--- config.mk ---
export PLATFORM = sky130hd
export DESIGN_NAME = wrr_arbiter
export DESIGN_NICKNAME = d
export VERILOG_FILES = /design/src/rtl/wrr_arb_pkg.sv /design/src/rtl/rr_pick.sv /design/src/rtl/wrr_arbiter.sv
export SDC_FILE = /design/constraint.sdc
export NUM_CORES = 1
export LEC_CHECK = 0
export ABC_AREA = 1
export BUFFER_PORTS_ARGS = -buffer_cell sky130_fd_sc_hd__buf_2
export CAP_MARGIN = 5
export CORE_ASPECT_RATIO = 1.1
export CORE_MARGIN = 2
export CORE_UTILIZATION = 58
export CTS_BUF_LIST = sky130_fd_sc_hd__clkbuf_4 sky130_fd_sc_hd__clkbuf_8
export DETAILED_ROUTE_END_ITERATION = 16
export GPL_TIMING_DRIVEN = 0
export PLACE_DENSITY_LB_ADDON = 0.1
export SLEW_MARGIN = 20
export SYNTH_ARGS = -nofsm -noshare
export SYNTH_HDL_FRONTEND = slang
export SYNTH_SLANG_ARGS = --single-unit
--- constraint.sdc ---
create_clock -name clk -period 16.6 [get_ports clk]
set_clock_uncertainty 0.15 [all_clocks]
set_input_delay 2.49 -clock clk [delete_from_list [all_inputs] [get_ports clk]]
set_output_delay 2.49 -clock clk [all_outputs]
set_load 0.01 [all_outputs]
--- src/rtl/wrr_arb_pkg.sv ---
// wrr_arb_pkg
// Shared types, constants and helpers for the weighted round-robin arbiter.
//   state_t    : arbiter FSM state (IDLE, GRANT)
//   MAX_N      : largest supported requester count
//   IDX_MAX_W  : index width needed for MAX_N requesters
//   onehot2idx : converts a one-hot vector (zero-extended to MAX_N) to its index
package wrr_arb_pkg;

    typedef enum logic {
        IDLE  = 1'b0,
        GRANT = 1'b1
    } state_t;

    localparam int MAX_N     = 64;
    localparam int IDX_MAX_W = $clog2(MAX_N);

    // ORing the indices of all set bits gives the index of a one-hot vector,
    // and zero for an all-zero vector, which is what gnt_idx needs when idle.
    function automatic logic [IDX_MAX_W-1:0] onehot2idx(input logic [MAX_N-1:0] oh);
        logic [IDX_MAX_W-1:0] idx;
        idx = '0;
        for (int i = 0; i < MAX_N; i++) begin
            if (oh[i]) begin
                idx = idx | IDX_MAX_W'(i);
            end
        end
        return idx;
    endfunction

endpackage

--- src/rtl/rr_pick.sv ---
// rr_pick
// Combinational round-robin selector: finds the first set request bit
// searching ptr, ptr+1, ..., N-1, 0, ..., ptr-1.
//   req   : request vector (N bits)
//   ptr   : highest-priority index
//   found : at least one request bit is set
//   idx   : index of the selected requester (0 when found = 0)
module rr_pick #(
    parameter int N     = 16,
    parameter int IDX_W = $clog2(N)
) (
    input  logic [N-1:0]     req,
    input  logic [IDX_W-1:0] ptr,
    output logic             found,
    output logic [IDX_W-1:0] idx
);

    logic [N-1:0] rot;
    int           offset;

    // Rotate so that the ptr position lands on bit 0.
    always_comb begin
        rot = '0;
        for (int i = 0; i < N; i++) begin
            rot[i] = req[(i + int'(ptr)) % N];
        end
    end

    // Find-first from bit 0 of the rotated vector, then undo the rotation.
    always_comb begin
        found  = 1'b0;
        offset = 0;
        for (int i = N - 1; i >= 0; i--) begin
            if (rot[i]) begin
                found  = 1'b1;
                offset = i;
            end
        end
        idx = found ? IDX_W'((offset + int'(ptr)) % N) : '0;
    end

endmodule

--- src/rtl/wrr_arbiter.sv ---
// wrr_arbiter
// Weighted round-robin arbiter with a registered valid/ready grant. Each
// winner gets weight+1 consecutive grants, then priority rotates past it.
//   clk, rst  : clock, asynchronous active-high reset
//   req       : request vector, bit i per requester
//   weight    : per-requester burst weight, field i = weight[i*WEIGHT_W +: WEIGHT_W]
//   gnt_ready : consumer accepts the current grant
//   lock      : (only with WRR_LOCK_EN) keeps the current burst going while lock[w]=1
//   gnt       : registered one-hot grant
//   gnt_valid : gnt is non-zero
//   gnt_idx   : binary index of the granted requester, 0 when idle
//   gnt_last  : final grant of the current burst
// Optional feature macro: WRR_LOCK_EN
module wrr_arbiter
    import wrr_arb_pkg::*;
#(
    parameter int N        = 16,
    parameter int WEIGHT_W = 4,
    parameter int IDX_W    = $clog2(N)
) (
    input  logic                  clk,
    input  logic                  rst,
    input  logic [N-1:0]          req,
    input  logic [N*WEIGHT_W-1:0] weight,
    input  logic                  gnt_ready,
`ifdef WRR_LOCK_EN
    input  logic [N-1:0]          lock,
`endif
    output logic [N-1:0]          gnt,
    output logic                  gnt_valid,
    output logic [IDX_W-1:0]      gnt_idx,
    output logic                  gnt_last
);

    state_t              state, state_n;
    logic [N-1:0]        gnt_n;
    logic [WEIGHT_W-1:0] credit, credit_n;
    logic [IDX_W-1:0]    ptr, ptr_n;

    logic [IDX_W-1:0]    cur_idx;
    logic [IDX_W-1:0]    burst_ptr;
    logic [IDX_W-1:0]    pick_ptr;
    logic                pick_found;
    logic [IDX_W-1:0]    pick_idx;
    logic                req_w;
    logic                lock_w;
    logic                accept;

    logic [WEIGHT_W-1:0] weight_arr [N];

    for (genvar g = 0; g < N; g++) begin : g_weight
        assign weight_arr[g] = weight[g*WEIGHT_W +: WEIGHT_W];
    end

    assign cur_idx   = IDX_W'(onehot2idx(MAX_N'(gnt)));
    assign req_w     = req[cur_idx];
    assign burst_ptr = (cur_idx == IDX_W'(N - 1)) ? '0 : cur_idx + IDX_W'(1);
    assign accept    = (state == GRANT) && gnt_ready;

`ifdef WRR_LOCK_EN
    assign lock_w = (state == GRANT) && lock[cur_idx];
`else
    assign lock_w = 1'b0;
`endif

    // At a burst end the search starts past the current winner; this is
    // what lets a lone requester wrap around and win again with no bubble.
    assign pick_ptr = (state == GRANT) ? burst_ptr : ptr;

    rr_pick #(
        .N     (N),
        .IDX_W (IDX_W)
    ) u_rr_pick (
        .req   (req),
        .ptr   (pick_ptr),
        .found (pick_found),
        .idx   (pick_idx)
    );

    // State, grant, credit and priority pointer registers.
    always_ff @(posedge clk or posedge rst) begin
        if (rst) begin
            state  <= IDLE;
            gnt    <= '0;
            credit <= '0;
            ptr    <= '0;
        end else begin
            state  <= state_n;
            gnt    <= gnt_n;
            credit <= credit_n;
            ptr    <= ptr_n;
        end
    end

    // Next-state logic: start a burst from IDLE, continue it on accept while
    // credit remains (or lock holds it), otherwise rotate and re-arbitrate.
    always_comb begin
        state_n  = state;
        gnt_n    = gnt;
        credit_n = credit;
        ptr_n    = ptr;
        case (state)
            IDLE: begin
                if (pick_found) begin
                    state_n         = GRANT;
                    gnt_n           = '0;
                    gnt_n[pick_idx] = 1'b1;
                    credit_n        = weight_arr[pick_idx];
                end
            end
            GRANT: begin
                if (accept) begin
                    if (lock_w) begin
                        credit_n = credit;
                    end else if (!gnt_last) begin
                        credit_n = credit - WEIGHT_W'(1);
                    end else begin
                        ptr_n = burst_ptr;
                        if (pick_found) begin
                            gnt_n           = '0;
                            gnt_n[pick_idx] = 1'b1;
                            credit_n        = weight_arr[pick_idx];
                        end else begin
                            state_n  = IDLE;
                            gnt_n    = '0;
                            credit_n = '0;
                        end
                    end
                end
            end
            default: begin
                state_n  = IDLE;
                gnt_n    = '0;
                credit_n = '0;
            end
        endcase
    end

    // Outputs are derived from the registered grant; gnt_last looks at the
    // live request so a requester that drops early ends its burst.
    always_comb begin
        gnt_valid = (state == GRANT);
        gnt_idx   = cur_idx;
        gnt_last  = gnt_valid && ((credit == '0) || !req_w) && !lock_w;
    end

endmodule

# Yosys cells after proc, flatten, opt, wreduce, memory -nomap -nowiden
# Cells that the tools add are included.
classes:
  addsub: 18
  n_lt_le_gt_ge: 20
  n_eq_ne: 4
  n_mux: 118
  bitwise_logic: 17
  reduce_logical: 24
ops:
  columns: ["operator", "count"]
  rows:
  - ["4-bit 2-to-1 mux", 33]
  - ["5-bit by 6-bit < comparator with 1-bit output, second input constant", 15]
  - ["1-bit binary-select mux with 4-bit select", 17]
  - ["16-bit 2-to-1 mux", 4]
  - ["4-bit OR reduction", 15]
  - ["1-bit 2-to-1 mux", 53]
  - ["4-bit adder, first input constant", 8]
  - ["16-bit case mux with 2 select lines", 1]
  - ["3-bit by 4-bit adder with 4-bit output, first input constant", 4]
  - ["4-bit binary-select mux with 4-bit select", 1]
  - ["1-bit AND, first input constant", 15]
  - ["4-bit by 5-bit < comparator with 1-bit output, second input constant", 3]
  - ["3-bit 2-to-1 mux", 4]
  - ["2-bit by 4-bit adder with 4-bit output, first input constant", 2]
  - ["4-bit case mux with 2 select lines", 1]
  - ["3-bit AND reduction", 2]
  - ["5-bit >= comparator, second input constant", 1]
  - ["4-bit NOT with 5-bit output", 1]
  - ["1-bit by 4-bit adder with 4-bit output, first input constant", 1]
  - ["4-bit by 1-bit adder with 4-bit output, second input constant", 1]
  - ["4-bit adder", 1]
  - ["1-bit demux with 4-bit select", 1]
  - ["4-bit equality test, second input constant", 1]
  - ["4-bit by 1-bit >= comparator with 1-bit output, second input constant", 1]
  - ["other kinds (11)", 15]
word_totals:
  register_bits: 25
  in_bits: 83

# Longest topological paths before layout
depth:
  ltp_word: 50
  depth_mapped: 43
  ltp_nobuf: 42

# By module
# A second synthesis with hierarchy kept.
hier_totals:
  cells_unflattened: 569
  hier_area_um2: 3407.0
by_module_without_submodules:
  columns: ["module", "instances", "cells_per_inst", "area_per_inst_um2", "seq_area_each_um2"]
  rows:
  - ["wrr_arbiter", 1, 328, 2128.3, 625.6]
  - ["rr_pick", 1, 241, 1278.7, 0.0]

# Least setup slack after synthesis
# OpenSTA, ideal clock, no wires.
synth_path:
  kind: "input to output"
  start: "input req[8]"
  end: "output gnt_last"
  t_arrival_ps: 3080
  slack_ps: 10880
  cell_stages: 7
  n_path_buf: 0
  cell_sequence: "a21oi_1 o21ai_0 nand3_1 nand3_1 nand3_1 nand2_1 inv_1"
synth_between:
  elab_chain_cells: 5
synth_rtl:
  columns: ["item", "line", "text"]
  rows:
  - ["start, declared", "wrr_arbiter.sv:23", "input logic [N-1:0] req,"]
  - ["1-bit binary-select mux with 4-bit select", "wrr_arbiter.sv:56", "assign req_w = req[cur_idx];"]
  - ["1-bit 2-to-1 mux (not written as such)", "wrr_arbiter.sv:56", null]
  - ["1-bit zero test", "wrr_arbiter.sv:144", "gnt_last = gnt_valid && ((credit == '0) || !req_w) && !lock_w;"]
  - ["1-bit logical OR", "wrr_arbiter.sv:144", null]
  - ["1-bit logical AND", "wrr_arbiter.sv:144", null]
  - ["end, declared", "wrr_arbiter.sv:32", "output logic gnt_last"]
# No other way between the ends. The select of a mux whose other input is x is not followed.

# Worst setup path after layout
layout_path:
  start: "register gnt[13]"
  end: "register credit[3]"
layout_between:
  elab_chain_cells: 36
  elab_cells_between_ends: 119
  classes_between: "add/sub (17); eq/ne (2); mux (95); bitwise (1); reduce/logical (4)"
layout_rtl:
  columns: ["item", "line", "text"]
  rows:
  - ["start, declared", "wrr_arbiter.sv:29", "output logic [N-1:0] gnt,"]
  - ["start signal, assigned", "wrr_arbiter.sv:89", "gnt <= gnt_n;"]
  - ["4-bit 2-to-1 mux * (3 in a row)", "wrr_arb_pkg.sv:23", "if (oh[i]) begin"]
  - ["4-bit by 1-bit adder with 4-bit output / 4-bit equality test (equally long branches)", "wrr_arbiter.sv:57", "assign burst_ptr = (cur_idx == IDX_W'(N - 1)) ? '0 : cur_idx + IDX_W'(1);"]
  - ["4-bit 2-to-1 mux *", "wrr_arbiter.sv:57", null]
  - ["named net burst_ptr[1]", "wrr_arbiter.sv:41", "logic [IDX_W-1:0] burst_ptr;"]
  - ["4-bit 2-to-1 mux *", "wrr_arbiter.sv:68", "assign pick_ptr = (state == GRANT) ? burst_ptr : ptr;"]
  - ["4-bit adder", "rr_pick.sv:25", "rot[i] = req[(i + int'(ptr)) % N];"]
  - ["1-bit binary-select mux with 4-bit select", "rr_pick.sv:25", null]
  - ["1-bit 2-to-1 mux (not written as such) (2 in a row)", "rr_pick.sv:25", null]
  - ["[17 not listed]", null, null]
  - ["4-bit 2-to-1 mux", "rr_pick.sv:39", "idx = found ? IDX_W'((offset + int'(ptr)) % N) : '0;"]
  - ["4-bit NOT with 5-bit output (not written as such)", "wrr_arbiter.sv:108, wrr_arbiter.sv:122", null]
  - ["4-bit binary-select mux with 4-bit select", "wrr_arbiter.sv:108, wrr_arbiter.sv:122", null]
  - ["4-bit 2-to-1 mux (not written as such) (2 in a row)", "wrr_arbiter.sv:108, wrr_arbiter.sv:122", null]
  - ["4-bit 2-to-1 mux", "wrr_arbiter.sv:119", "if (pick_found) begin"]
  - ["4-bit 2-to-1 mux", "wrr_arbiter.sv:115", "end else if (!gnt_last) begin"]
  - ["4-bit 2-to-1 mux", "wrr_arbiter.sv:112", "if (accept) begin"]
  - ["4-bit case mux with 2 select lines", "wrr_arbiter.sv:102", "case (state)"]
  - ["end signal, assigned", "wrr_arbiter.sv:90", "credit <= credit_n;"]
  - ["end, declared", "wrr_arbiter.sv:37", "logic [WEIGHT_W-1:0] credit, credit_n;"]
# Mark *: on every way through the listed nets, which the timed path passes. The rest lies on a longest branch. The select of a mux whose other input is x is not followed.
# A chain may end at the register's enable or synchronous reset.

==> impl_metrics.toml <==
[run_status]
run_status = "finished, final reports clean"

[worst_setup_path]
r2r-start = "gnt[13]"
worst_ep_arrival_time_ns = 6.59
critical_path.startpoint_type = "flop"
cpMostUsedCell = "sky130_fd_sc_hd__nand2_1"
timing.setup.critical_path_class = "flop to flop"
regToRegEndpoint = "credit[3]"
crit_required_ns = 16.65
reg2reg_slack_ns = 10.06
cp-end-kind = "flop"
crit_path_start = "gnt[13]"
critical_path_peak_fanout = 13
cpMaxStageDelayCell = "sky130_fd_sc_hd__fa_1"
worst_r2r_path_depth = 40
slowest_delay_ns = 0.62

[final_layout]
fin_area_mm2 = 0.004777
synthToLayoutAreaGrowth_pct = 16.47
num_antenna_cells = 0
post_layout_nonfiller_instances = 950
post_route_cells_drive_above_1_share = 0.1942
design.final.nets = 963

[hold_path]
min_path_cells = 2
hold_path_class = "flop to flop"
hold_path_end = "ptr[1]"
hold_path_startpoint = "ptr[1]"

[die]
die_width_um = 84.18
rows = 32
num_io_pins = 105
placeableCoreArea_mm2 = 0.006927
die_y_um = 92.20
initial_utilization = 0.5921
die_area_mm2 = 0.007761

[place]
post-dp-hpwl_um = 10110
dpl.cell_count = 946
placement.cell_area_mm2 = 0.004728
portBuffers = 104
place_worst_setup_slack_ns = 10.15
placer_s_final_routability_congestion_estimate = 0.9351

[clocking]
cts_setup_buffers = 0
clock_sinks = 25
clock_tree.root_cell = "sky130_fd_sc_hd__clkbuf_8"
total_clock_buffers_created_by_cts = 3
hold_buffers_post_cts = 0
cts.clk_slew.worst_paths_ns = 0.09
insertion_delay_ns = 0.27
clock_tree_from_tritoncts = "built"
htree_num_levels = 1
clock_tree.buffer_depth = 2
cts_repair_resize_count = 0

[synth]
avgSynthCellArea_um2 = 5.418
synth_top_area_share = 0.2663
postSynthRegisterBits = 25
synth_area_leaders = "sky130_fd_sc_hd__nand2_1, sky130_fd_sc_hd__dfrtp_1, sky130_fd_sc_hd__nand3_1, sky130_fd_sc_hd__inv_1, sky130_fd_sc_hd__nor2_1"
yosysSeqAreaShare = 0.1525
syn_area_mm2 = 0.004101
netlist.top_cell.by_area = "sky130_fd_sc_hd__nand2_1"
synth-warning-count = 0
syn_inst = 757
postSynthNetCount = 854
synth_cell_type_count = 37

[routing]
drt_first_iter_violations = 259
route.detailed.drc = 0
num_vias = 5223
ant_nets = 0
vias_per_cell = 5.498
routed_wire_length_per_instance_um = 13.07
routed_wl_um = 12410
firstDrtPassIters = 5

[timing]
timing.final.setup_violations = 0
setup_tns_ns = 0
slew_violations = 0
postLayoutSetupSlackWorst_ns = 10.06
fmax_ghz = 0.1530
fin_crit_ns = 6.536
timing.slew.headroom = 0.3860
worstMarginPinSlew_ns = 0.9200
finalHoldViolations = 0
rsz0062_at_grt = "no"
period_share = 0.3937

[grt]
number_of_antenna_violations_at_the_first_check_in_global_routing = 0
grt_max_degree = 26
grt_first_pass_wirelength_um = 20740
grt_util_all_layers = 0.3143
grt-ovfl-total = 0
vias_in_the_first_global_route = 4796

[flow_run]
maxCapViolCount = 0
==> metrics by stage <==
stage / hold WS [ns] / utilization
finish: 0.3520 / 0.6897
global route: 0.3784 / 0.6897
CTS: 0.3508 / 0.6897
detailed placement: 0.3293 / 0.6826
global placement: 0.3141 / 0.6826
floorplan: 0.2979 / -
==> flip-flops by register name (all words and copies together) (netlist names) <==
signal,cells
ptr,4
gnt_valid,1
gnt,16
credit,4
==> cell type report <==
cell class	count	area (µm²)
timing repair buffer	104	520.5
multi-input combinational	599	2917
buffer	25	153.9
clock inverter	1	7.507
clock buffer	3	41.29
fill	671	2150
tap	85	106.4
inverter	108	405.4
sequential	25	625.6
==> cells in the final DEF (no fill, tap or decap), types with 4 or more instances in the layout <==
master                       n
sky130_fd_sc_hd__inv_2       6
sky130_fd_sc_hd__buf_6       5
sky130_fd_sc_hd__o22ai_1     4
sky130_fd_sc_hd__nand3_1   110
sky130_fd_sc_hd__nand2_2    11
sky130_fd_sc_hd__o21ai_0    29
sky130_fd_sc_hd__a21oi_1    19
sky130_fd_sc_hd__o21ai_1     9
sky130_fd_sc_hd__buf_4       4
sky130_fd_sc_hd__nand3b_1   13
sky130_fd_sc_hd__inv_1     101
sky130_fd_sc_hd__nand4_1    11
sky130_fd_sc_hd__nor2_1     47
sky130_fd_sc_hd__buf_2     110
sky130_fd_sc_hd__clkbuf_1    8
sky130_fd_sc_hd__nand2_4     8
sky130_fd_sc_hd__nand2_1   291
sky130_fd_sc_hd__nor2_2     10
sky130_fd_sc_hd__ha_1       13
sky130_fd_sc_hd__dfrtp_1    25
==> Yosys cell counts <==
master	n
sky130_fd_sc_hd__o21bai_1	1
sky130_fd_sc_hd__fa_1	1
sky130_fd_sc_hd__nand2_1	291
sky130_fd_sc_hd__or2_2	3
sky130_fd_sc_hd__xor2_1	3
sky130_fd_sc_hd__nand3b_1	13
sky130_fd_sc_hd__nor2_8	1
sky130_fd_sc_hd__o31ai_1	1
sky130_fd_sc_hd__ha_1	13
sky130_fd_sc_hd__a21o_1	1
sky130_fd_sc_hd__a32o_1	2
sky130_fd_sc_hd__clkinv_1	1
sky130_fd_sc_hd__inv_2	6
sky130_fd_sc_hd__a31oi_1	1
sky130_fd_sc_hd__xnor2_1	1
sky130_fd_sc_hd__inv_1	101
sky130_fd_sc_hd__nor3_1	2
sky130_fd_sc_hd__a21oi_1	19
sky130_fd_sc_hd__nand2_2	11
sky130_fd_sc_hd__o22ai_1	4
sky130_fd_sc_hd__dfrtp_1	25
sky130_fd_sc_hd__a21boi_0	1
sky130_fd_sc_hd__nor2_2	10
sky130_fd_sc_hd__nand3_2	3
sky130_fd_sc_hd__nand2_4	8
sky130_fd_sc_hd__nand3_1	110
sky130_fd_sc_hd__nor2_1	47
sky130_fd_sc_hd__buf_6	5
sky130_fd_sc_hd__clkbuf_1	8
sky130_fd_sc_hd__buf_4	4
sky130_fd_sc_hd__buf_2	6
sky130_fd_sc_hd__buf_1	2
sky130_fd_sc_hd__nor2_4	1
sky130_fd_sc_hd__nand4_1	11
sky130_fd_sc_hd__nand3_4	2
sky130_fd_sc_hd__o21ai_0	29
sky130_fd_sc_hd__o21ai_1	9
==> metal layers <==
metal  vias up  share of wire  global-route usage
li1       2607              -                   -
met1      2386           0.41              0.3779
met2       190           0.51              0.5761
met3        40          0.047             0.02520
met4         0          0.035              0.1210
met5         -              0                   0
==> how the worst max path moves through the flow <==
stage                     depth (start not counted)         to
after CTS                                        40  credit[3]
after global placement                           40  credit[2]
final                                            40  credit[3]
after detailed placement                         40  credit[3]
after global routing                             40  credit[2]
after floorplan                                   7   gnt_last
==> logic make-up (layout without fill, tap and decap cells) <==
family | count (synthesis) | in the layout | share of synthesized area
compound gates | 68 | 68 | 0.08939
xor+xnor | 4 | 4 | 0.008543
fa+ha+maj | 14 | 14 | 0.04454
buf+inv | 133 | 241 | 0.1364
flops | 25 | 25 | 0.1525
simple gates | 513 | 513 | 0.5686
==> worst max-delay path: cells and delay by family (launching register included) <==
family,cells,cell delay [ns]
flip-flops,1,0.44
buffers and inverters,6,1.77
adder cells (fa/ha/maj),4,1.41
AND/OR/NAND/NOR,25,1.94
AO/OA/AOI/OAI,5,0.74
Power is left out: the tool's default activity adds up to more than one toggle a clock period on the data nets, which glitch-free logic cannot reach.
